**config.mk**
```make
export PLATFORM = sky130hd
export DESIGN_NAME = mem_access_unit
export DESIGN_NICKNAME = d
export VERILOG_FILES = /design/src/rtl/mem_access_unit.sv
export SDC_FILE = /design/constraint.sdc
export NUM_CORES = 1
export LEC_CHECK = 0
export ABC_AREA = 1
export CAP_MARGIN = 10
export CORE_ASPECT_RATIO = 0.5
export CORE_MARGIN = 2
export CORE_UTILIZATION = 38
export CTS_BUF_LIST = sky130_fd_sc_hd__clkbuf_8
export DETAILED_ROUTE_END_ITERATION = 10
export PLACE_DENSITY = 0.87
export SYNTH_ARGS = -nofsm -noshare
export SYNTH_HDL_FRONTEND = slang
export SYNTH_SLANG_ARGS = --single-unit
export TNS_END_PERCENT = 30
```
**constraint.sdc**
```tcl
create_clock -name i_clk -period 2.25 [get_ports i_clk]
set_input_delay 0.45 -clock i_clk [delete_from_list [all_inputs] [get_ports i_clk]]
set_output_delay 0.45 -clock i_clk [all_outputs]
set_load 0.05 [all_outputs]
```
**src/rtl/mem_access_unit.sv**
```systemverilog
// Purpose : MEM-stage initiator for the data memory; turns load/store requests into pin activity and returns load results.
// Latency : a store completes at its accepting edge; load data is presented two cycles after the load is accepted.
// Backpressure: one load in flight; requests stall during the read wait and while a response is held for i_rsp_ready.
module mem_access_unit #(
   parameter int p_WORD_LEN = 16,
   parameter int p_ADDR_LEN = 10,
   parameter int p_TAG_LEN  = 3
) (
   input  logic                  i_clk,
   input  logic                  i_rst,
   input  logic                  i_req_valid,
   output logic                  o_req_ready,
   input  logic                  i_req_we,
   input  logic [p_ADDR_LEN-1:0] i_req_addr,
   input  logic [p_WORD_LEN-1:0] i_req_wdata,
   input  logic [p_TAG_LEN-1:0]  i_req_tag,
   output logic                  o_mem_wr_en,
   output logic [p_ADDR_LEN-1:0] o_mem_addr,
   output logic [p_WORD_LEN-1:0] o_mem_wr_data,
   input  logic [p_WORD_LEN-1:0] i_mem_rd_data,
   output logic                  o_rsp_valid,
   input  logic                  i_rsp_ready,
   output logic [p_WORD_LEN-1:0] o_rsp_data,
   output logic [p_TAG_LEN-1:0]  o_rsp_tag,
   output logic                  o_busy
);

   typedef enum logic [1:0] {
      IDLE    = 2'd0,
      RD_WAIT = 2'd1,
      RSP     = 2'd2
   } state_t;

   state_t                r_state;
   logic [p_ADDR_LEN-1:0] r_addr;
   logic [p_WORD_LEN-1:0] r_rsp_data;
   logic [p_TAG_LEN-1:0]  r_rsp_tag;

   logic                  accept;
   logic                  load_accept;
   logic                  rsp_handshake;

   // A held response that leaves this cycle frees the unit for a new request in the same cycle.
   assign o_req_ready   = !i_rst && ((r_state == IDLE) || ((r_state == RSP) && i_rsp_ready));
   assign accept        = i_req_valid && o_req_ready;
   assign load_accept   = accept && !i_req_we;
   assign rsp_handshake = o_rsp_valid && i_rsp_ready;

   // Memory pins follow the request combinationally so the memory acts on the accepting edge;
   // between accepts the address holds so the registered read stays pointed at the load address.
   assign o_mem_addr    = accept ? i_req_addr : r_addr;
   assign o_mem_wr_en   = accept && i_req_we;
   assign o_mem_wr_data = i_req_wdata;

   assign o_rsp_valid   = !i_rst && (r_state == RSP);
   assign o_rsp_data    = r_rsp_data;
   assign o_rsp_tag     = r_rsp_tag;
   assign o_busy        = (r_state != IDLE);

   // Request/response sequencing: latch tag at load accept, capture read data one cycle later,
   // hold the result until the consumer takes it.
   always_ff @(posedge i_clk) begin
      if (i_rst) begin
         r_state    <= IDLE;
         r_addr     <= '0;
         r_rsp_data <= '0;
         r_rsp_tag  <= '0;
      end else begin
         if (accept) begin
            r_addr <= i_req_addr;
         end
         case (r_state)
            IDLE: begin
               if (load_accept) begin
                  r_rsp_tag <= i_req_tag;
                  r_state   <= RD_WAIT;
               end
            end
            RD_WAIT: begin
               r_rsp_data <= i_mem_rd_data;
               r_state    <= RSP;
            end
            RSP: begin
               if (rsp_handshake) begin
                  if (load_accept) begin
                     r_rsp_tag <= i_req_tag;
                     r_state   <= RD_WAIT;
                  end else begin
                     r_state <= IDLE;
                  end
               end
            end
            default: begin
               r_state <= IDLE;
            end
         endcase
      end
   end

endmodule

```
==> summary.md <==
| Metric | Value |
|---|---|
| Cell Pwr Density | `about 700 mW/mm^2` |
| Post-CTS Resized | `0` |
| Slew at the pin with the worst max-slew slack | `0.5236 ns` |
| Die W | `around 89 um` |
| Critical path depth in cells | `3` |
| Clock Path Buffers | `2` |
| Hold buffer count at CTS | `0` |
| Crit-path cells | `inv_1, nand2_1, clkdlybuf4s50_1` |
| Initial drt markers | `24` |
| Synthesized cell area | `0.001380 sq mm` |
| Vias/cell | `~4.5` |
| Final setup TNS | `0 ns` |
| FF-to-FF Start | `r_state[0]` |
| Number of clock sinks | `31` |
| Top cells by count, synth | `47 x nor2_1, 31 x dfxtp_1, 28 x inv_1` |
| Worst Hold Class | `flip-flop to flip-flop` |
| Starting Density | `0.3996` |
| Hold Vio Cnt, Final | `0` |
| Crit Path Max Fanout | `4` |
| Worst path bufs/invs | `2` |
| Reg2reg setup slack | `0.85 ns` |
| Yosys top cell by area | `dfxtp_1` |
| Asr flop ratio synth | `0` |
| Leakage power | `between 1 and 1.5 nW` |
| Total CTS buffers | `5` |
| Skew-Pair Late Insertion Delay | `about 0.28 ns` |
| Total Nets Final | `293` |
| Worst Setup SP | `r_state[1]` |
| Clock transition at path regs | `0.07 ns` |
| Slew Limit Fails | `0` |
| Post-synth cell types | `20` |
| Post-Place Worst Slack | `0.009207 ns` |
| Initial antenna violation count | `0` |
| Floorplan row count | `15` |
| Startpoint Class | `flip-flop` |
| Max_cap viols | `0` |
| Routed Antenna Nets | `0` |
| First-pass GRT wire length | `around 5400 um` |
| R2r worst-path depth | `5` |
| Share of layout cells above drive strength 1 | `0.2582` |
| Overall routing resource usage | `0.1741` |
| Via Count | `1325` |
| ANT cells | `0` |
| WS Path Type | `flip-flop to output port` |
| Top cell type's share of synthesized area | `0.4497` |
| GP Congestion | `about 0.74` |
| Core Region | `around 0.0035 sq mm` |
| Status | `finished, final reports clean` |
| Worst vdd ir | `0.4900 mV` |
| Synth top area cells | `dfxtp_1 45%, nor2_1 13%, buf_4 8.7%` |
| Yosys synthesis warning count | `0` |
| Top-count cell post-synth | `nor2_1` |
| Final wirelength | `3870 um` |
| Total power | `0.001675 W` |
| Vias in the first global route | `1260` |
| Critical Path RT | `1.80 ns` |
| Largest net degree at the start of global routing | `22` |
| Placed cells | `284` |
| Syn Area/Cell | `7.500 sq um` |
| Crit path arrival time | `1.77 ns` |
| Post-Synthesis Cells | `184` |
| WHS Path Cells | `2` |
| Period utilisation layout | `0.9858` |
| CTS tree | `done` |
| Root Driver | `clkbuf_8` |
| H-tree levels | `2` |
| # IOs | `~100` |
| Fin util | `0.6880` |
| Die span in y | `46.62 um` |
| Final setup violating endpoints | `0` |
| Area grow syn2layout | `72.17%` |
| Crit end category | `output port` |
| WL per Instance | `approximately 13 um` |
| Crit-path slowest cell | `clkdlybuf4s50_1` |
| RSZ-0062 raised after global routing | `no` |
| CP top delay family | `buffers and inverters` |
| Clock skew | `0.01037 ns` |
| # port buffers | `66` |
| Sequential fraction of the synthesis area | `0.4497` |
| Worst setup margin | `0.03196 ns` |
| Capturing point of the worst reg2reg path | `o_rsp_data[6]` |
| Post-synth EDFFs | `0` |
| Critical path's largest stage delay | `0.81 ns` |
| Grt ovf | `0` |
| First-pass DRT Iterations | `4` |
| Critical Path Sink | `o_busy` |
| Final non-filler cell total | `295` |
| Die area | `0.004159 sq mm` |
| Slew HR | `0.6498` |
| #FFs+latches synth | `31` |
| Detailed Place HPWL | `2611 um` |
| Ys flop type | `dfxtp_1` |
| Fin crit period | `2.218 ns` |
| # Post-CTS Setup Buffers | `0` |
| Mapped Nets | `234` |
| Fmax | `450.8 MHz` |
| DRC viols | `0` |
## sequential cells by signal (all words and copies together), names as in the netlist
register    cells
r_state         2
o_rsp_data     16
r_addr         10
o_rsp_tag       3
## how the worst min path moves through the flow
stage,from,endpoint
global route,r_addr[5],r_addr[5]
finish,o_rsp_data[11],o_rsp_data[11]
global placement,o_rsp_data[15],o_rsp_data[15]
CTS,o_rsp_data[11],o_rsp_data[11]
detailed placement,o_rsp_data[7],o_rsp_data[7]
floorplan,r_addr[0],r_addr[0]
## worst register-to-register path, delay by kind of cell (launching register included)
kind,cells,cell delay (ns)
flops,1,0.47
buf+inv,2,0.33
simple gates,3,0.49
## where the power goes
part	internal [W]	switching [W]
clock network	0.000358	0.000205
registers	0.000582	0.0000148
logic	0.000231	0.000284
## metal layers
layer	routed length, um	part of all wire	GRT usage	vias to the layer above
li1	-	-	-	653
met1	1601	0.41	0.1821	624
met2	2024	0.52	0.3230	36
met3	181	0.047	0.05735	12
met4	63	0.016	0.08657	0
met5	0	0	0	-
## through the flow
step / hold slack (ns) / area, sq um
3_3_place_gp: 0.4921 / 2127
5_1_grt: 0.5501 / 2376
6_report: 0.5116 / 2376
2_1_floorplan: 0.4998 / 1380
4_1_cts: 0.5213 / 2245
3_5_place_dp: 0.5013 / 2127
## cell type report
type,instances,area [sq um]
fillers,270,1077
repair buffers,75,912.1
flip-flops and latches,31,620.6
multi-input cells,100,549.3
inverters,30,112.6
clock buffers,6,82.58
well taps,51,63.81
clock inverters,2,35.03
## layout by cell type (no fill, tap or decap), types with 6 or more instances in the layout
| cell type | count |
|---|---|
| inv_1 | 19 |
| o21ai_0 | 16 |
| buf_12 | 14 |
| inv_2 | 11 |
| nor2_1 | 46 |
| nand2_1 | 12 |
| clkbuf_8 | 6 |
| clkdlybuf4s50_1 | 52 |
| dfxtp_1 | 31 |
## logic make-up (layout without fill, tap and decap cells)
logic type	Yosys count	count (layout)	share of synthesized area
simple gates	71	71	0.2121
buf+inv	53	113	0.2013
compound gates	29	29	0.1369
flops	31	31	0.4497
(Power assumes the default switching activity.)
